### config.mk
export PLATFORM = sky130hd
export DESIGN_NAME = bist_addr_gen
export DESIGN_NICKNAME = d
export VERILOG_FILES = /design/src/rtl/bist_pkg.sv /design/src/rtl/bist_addr_tc.sv /design/src/rtl/bist_addr_gen.sv
export SDC_FILE = /design/constraint.sdc
export NUM_CORES = 1
export LEC_CHECK = 0
export CORE_AREA = 4 4 41 43
export CTS_BUF_LIST = sky130_fd_sc_hd__clkbuf_8
export DETAILED_ROUTE_END_ITERATION = 6
export DIE_AREA = 0 0 45 47
export PLACE_DENSITY = 0.77
export SLEW_MARGIN = 20
export SYNTH_ARGS = -nofsm -noshare
export SYNTH_HDL_FRONTEND = slang
export SYNTH_SLANG_ARGS = --single-unit
export TNS_END_PERCENT = 1
### constraint.sdc
create_clock -name clk -period 2.51 [get_ports clk]
set_input_delay 0.6275 -clock clk [delete_from_list [all_inputs] [get_ports clk]]
set_output_delay 0.6275 -clock clk [all_outputs]
set_load 0.02 [all_outputs]
### src/rtl/bist_pkg.sv
// Shared definitions for the BIST memory-test engine.
//   DIR_UP / DIR_DOWN : encodings of the up_down direction input
//   BIST_ADR_SIZE     : default address width
//   addr_max()        : all-ones address for a given width (valid for width < 64)
package bist_pkg;

   localparam logic DIR_UP   = 1'b1;
   localparam logic DIR_DOWN = 1'b0;

   localparam int unsigned BIST_ADR_SIZE = 8;

   function automatic logic [63:0] addr_max(input int unsigned width);
      return (64'd1 << width) - 64'd1;
   endfunction

endpackage

### src/rtl/bist_addr_tc.sv
// Terminal-count comparator for the BIST address counter.
// Raises c_out for the cycle whose next enabled edge would wrap (or park, in
// saturating builds) the address in the current direction.
// Ports:
//   adress  in  Width  current counter value
//   up_down in  1      direction (DIR_UP increments, DIR_DOWN decrements)
//   enable  in  1      count enable; c_out is forced low while deasserted
//   c_out   out 1      terminal-count flag (purely combinational)
module bist_addr_tc
   import bist_pkg::*;
#(
   parameter int unsigned Width = BIST_ADR_SIZE
) (
   input  logic [Width-1:0] adress,
   input  logic             up_down,
   input  logic             enable,
   output logic             c_out
);

   localparam logic [Width-1:0] Max = Width'(addr_max(Width));

   logic at_max;
   logic at_min;

   always_comb begin
      at_max = (adress == Max);
      at_min = (adress == '0);
      c_out  = enable & (((up_down == DIR_UP) & at_max) | ((up_down == DIR_DOWN) & at_min));
   end

endmodule

### src/rtl/bist_addr_gen.sv
// Up/down binary address counter for the BIST memory-test engine.
// Walks the address space ascending or descending under march-test control and
// flags the terminal address of the sweep on c_out.
// Build option: define BIST_ADDR_GEN_SAT_EN to saturate at MAX/0 instead of
// wrapping; c_out behaves identically in both builds.
// Ports:
//   clk        in  1         rising-edge clock
//   rst_adr    in  1         asynchronous active-high reset, clears the counter
//   pr_res_adr in  1         synchronous preset to MAX, overrides enable
//   enable     in  1         count enable, counter holds when low
//   up_down    in  1         1 = increment, 0 = decrement
//   adress     out Adr_size  registered current address
//   c_out      out 1         terminal-count flag (combinational)
module bist_addr_gen
   import bist_pkg::*;
#(
   parameter int unsigned Adr_size = BIST_ADR_SIZE
) (
   input  logic                clk,
   input  logic                rst_adr,
   input  logic                pr_res_adr,
   input  logic                enable,
   input  logic                up_down,
   output logic [Adr_size-1:0] adress,
   output logic                c_out
);

   localparam logic [Adr_size-1:0] Max = Adr_size'(addr_max(Adr_size));

   logic [Adr_size-1:0] adress_q;
   logic [Adr_size-1:0] adress_d;

   always_comb begin
      adress_d = adress_q;
      if (pr_res_adr) begin
         adress_d = Max;
      end else if (enable) begin
         if (up_down == DIR_UP) begin
`ifdef BIST_ADDR_GEN_SAT_EN
            if (adress_q != Max) adress_d = adress_q + 1'b1;
`else
            adress_d = adress_q + 1'b1;
`endif
         end else begin
`ifdef BIST_ADDR_GEN_SAT_EN
            if (adress_q != '0) adress_d = adress_q - 1'b1;
`else
            adress_d = adress_q - 1'b1;
`endif
         end
      end
   end

   always_ff @(posedge clk or posedge rst_adr) begin
      if (rst_adr) begin
         adress_q <= '0;
      end else begin
         adress_q <= adress_d;
      end
   end

   assign adress = adress_q;

   bist_addr_tc #(
      .Width (Adr_size)
   ) u_tc (
      .adress  (adress_q),
      .up_down (up_down),
      .enable  (enable),
      .c_out   (c_out)
   );

endmodule

==> results.tsv <==
stage	metric	value	unit
min_path	worst_hold_path_type	register to register	
floorplanning	io_pins	14	
drt	vias	625	
final_layout	nets	116	
placed_design	post_dp_cell_area	881	µm²
floorplanning	fp.dieArea	0.00212	mm²
floorplanning	die_h	47	µm
cts	clk_pin_slew	0.04	ns
sta	finalSetupViolCount	0	
drt	drc	0	
floorplanning	core_region_area	0.00130	mm²
drt	drt_iter0_drc	2	
cts	postCtsHoldBufs	0	
grt	grt_use_total	16.4	%
cts	cts_buffer_depth	2	
placed_design	place.port_buffers	13	
critical_path	start_kind	primary input	
critical_path	r2r_end	adress[6]	
final_layout	fill_cells	108	
cts	cts_tree	done	
final_layout	fin_area	921	µm²
grt	grt.overflow.total	0	
cts	post_cts_buffers	0	
cts	root_buffer	clkbuf_8	
sta	whs	0.610	ns
final_layout	largest_reg_flops	8	
critical_path	worst-r2r-setup-slack	0.53	ns
cts	cts_buffers	3	
critical_path	worst_ep_arrival_time	1.71	ns
yosys	postSynthCellCount	76	
drt	routedWlPerCell	12.6	µm
yosys	syn_nets	88	
final_layout	layout.cells.non_filler	117	
cts	clkSinkCount	8	
drt	wl	1.47	mm
floorplanning	die_x	45	µm
yosys	synth_top_area_cell	dfrtp_1	
power_and_ir_drop	p_leak	0.402	nW
drt	via_per_inst	5.34	
floorplanning	start_util	50.0	%
critical_path	worstSetupPathType	primary input to output pin	
min_path	min_path_cells	2	
yosys	synthTopCellsByArea	dfrtp_1, ha_1, a21oi_1	
critical_path	path_max_fanout	4	
yosys	synthArstFlopShare	100	%
grt	antenna_found_initial	0	
yosys	synth_area	651	µm²
yosys	synth_area_per_cell	8.56	µm²
cts	htreeDepth	1	
critical_path	cp.required	1.88	ns
yosys	synth_common_cells	a21oi_1, dfrtp_1, nor2_1, ha_1, nand2_1	
placed_design	dp_cells	114	
final_layout	syn_to_final_growth	41.5	%
yosys	seq_area_frac_synth	30.8	%
power_and_ir_drop	ir_worst_vdd	0.000435	V
min_path	worst_hold_path.endpoint	adress[4]	
critical_path	endpoint_kind	output pin	
sta	tightestPinTransition	0.324	ns
placed_design	place_ws	-0.384	ns
sta	rsz0062_at_grt	no	
critical_path	rr_startpoint	adress[0]	
job	drv_cap	0	
power_and_ir_drop	p_per_area	625	mW/mm²
sta	skew	0.00541	ns
yosys	ys_warn_count	0	
placed_design	place_hpwl	1.15	mm
sta	timing.final.ws_setup	0.172	ns
sta	maxSlewViolCount	0	
sta	min_period	2.34	ns
grt	grt_max_degree	17	
sta	finalHoldViolCount	0	
floorplanning	num_rows	13	
final_layout	drive_above_1_share	19.6	%
yosys	synth_edf_count	0	
cts	clk_latency	0.22	ns
placed_design	place_congestion	0.827	
sta	max_slew_margin	78.3	%
status	status	complete, no violations	
final_layout	antenna-diode-count	0	
sta	clock.fmax	428	MHz
grt	first_global_vias	612	
yosys	synth_cell_types	29	
yosys	synth_ff_type	dfrtp_1	
yosys	ys_ff_latch	8	
critical_path	r2r_cells	6	
drt	ant_nets	0	
yosys	yosysTopAreaCellShare	30.8	%
min_path	hold_start	adress[4]	
sta	post-route-period-util	93.1	%
grt	grt_first_pass_wirelength	2.58	mm
drt	dr.pass1.iters	4	
## timing repair
| item | CTS | global route |
|---|---|---|
| endpoints found under the setup margin | 4 | 0 |
| resized for setup | 5 | 0 |
| hold endpoints to repair | 0 | 0 |
## critical path: stages
cell             delay (ns)
dlygate4sd2_1          0.27
nor4_1                 0.28
a31oi_1                0.11
nor2b_1                0.11
clkdlybuf4s15_1        0.31
## metrics by stage
stage	util, %	power [mW]	TNS [ns]
3_5_place_dp	67.7	0.427	-1.51
5_1_grt	70.8	0.617	0
2_1_floorplan	-	0.320	0
4_1_cts	70.8	0.580	0
3_3_place_gp	67.7	0.421	-1.23
6_report	70.8	0.576	0
## where the power goes
part           total (mW)  switching (mW)  internal [mW]
clock network       0.151          0.0471          0.104
logic               0.253           0.119          0.135
registers           0.172          0.0257          0.146
total               0.576           0.191          0.384
## placed cells by master (no fill, tap or decap)
| cell | instances |
|---|---|
| a211o_1 | 1 |
| a211oi_1 | 1 |
| a21o_1 | 3 |
| a21oi_1 | 8 |
| a21oi_2 | 1 |
| a31oi_1 | 2 |
| buf_4 | 12 |
| clkbuf_8 | 3 |
| clkdlybuf4s15_1 | 1 |
| clkdlybuf4s50_1 | 11 |
| dfrtp_1 | 8 |
| dlygate4sd2_1 | 1 |
| fa_1 | 1 |
| ha_1 | 6 |
| inv_1 | 3 |
| inv_2 | 1 |
| mux2i_1 | 2 |
| nand2_1 | 5 |
| nand2b_1 | 1 |
| nand3_1 | 1 |
| nand4_1 | 1 |
| nor2_1 | 8 |
| nor2b_1 | 4 |
| nor3_1 | 2 |
| nor3b_1 | 1 |
| nor4_1 | 1 |
| o211ai_1 | 1 |
| o21ai_0 | 1 |
| o21ai_1 | 1 |
| o311ai_1 | 1 |
| or2_2 | 3 |
| or4_1 | 1 |
| xnor2_1 | 3 |
| xor2_1 | 2 |
## layer usage
| layer | global-route usage [%] | wire (µm) | up-vias |
|---|---|---|---|
| met2 | 30.5 | 742 | 14 |
| li1 | - | - | 324 |
| met1 | 20.7 | 650 | 285 |
| met5 | 0 | 0 | - |
| met3 | 1.15 | 67 | 2 |
| met4 | 3.51 | 14 | 0 |
## cell type report
type	count	area (µm²)	share of cell area [%]
clock buffer	3	41.3	4.48
sequential	8	200	21.7
multi-input combinational	62	427	46.3
timing repair buffer	25	219	23.8
tap	15	18.8	2.04
inverter	4	15.0	1.63
## how the worst max path moves through the flow
stage                     cells past startpoint  startpoint         to  slack, ns
after detailed placement                      8     up_down  adress[7]      -0.38
after CTS                                     5     up_down      c_out       0.16
final                                         5     up_down      c_out       0.17
after global placement                        5     up_down      c_out      -0.33
after global routing                          5     up_down      c_out       0.04
after floorplan                               7     up_down  adress[6]       0.28
## cells by family (layout without fill, tap and decap cells)
kind of cell,after synthesis,count (layout),synth area share (%)
compound gates,20,20,19.4
mux,2,2,3.08
flops,8,8,30.8
buf+inv,6,32,3.65
simple gates,28,28,21.7
xor+xnor,5,5,6.73
fa+ha+maj,7,7,14.6
Note: power is estimated with default switching activity, not from simulation.
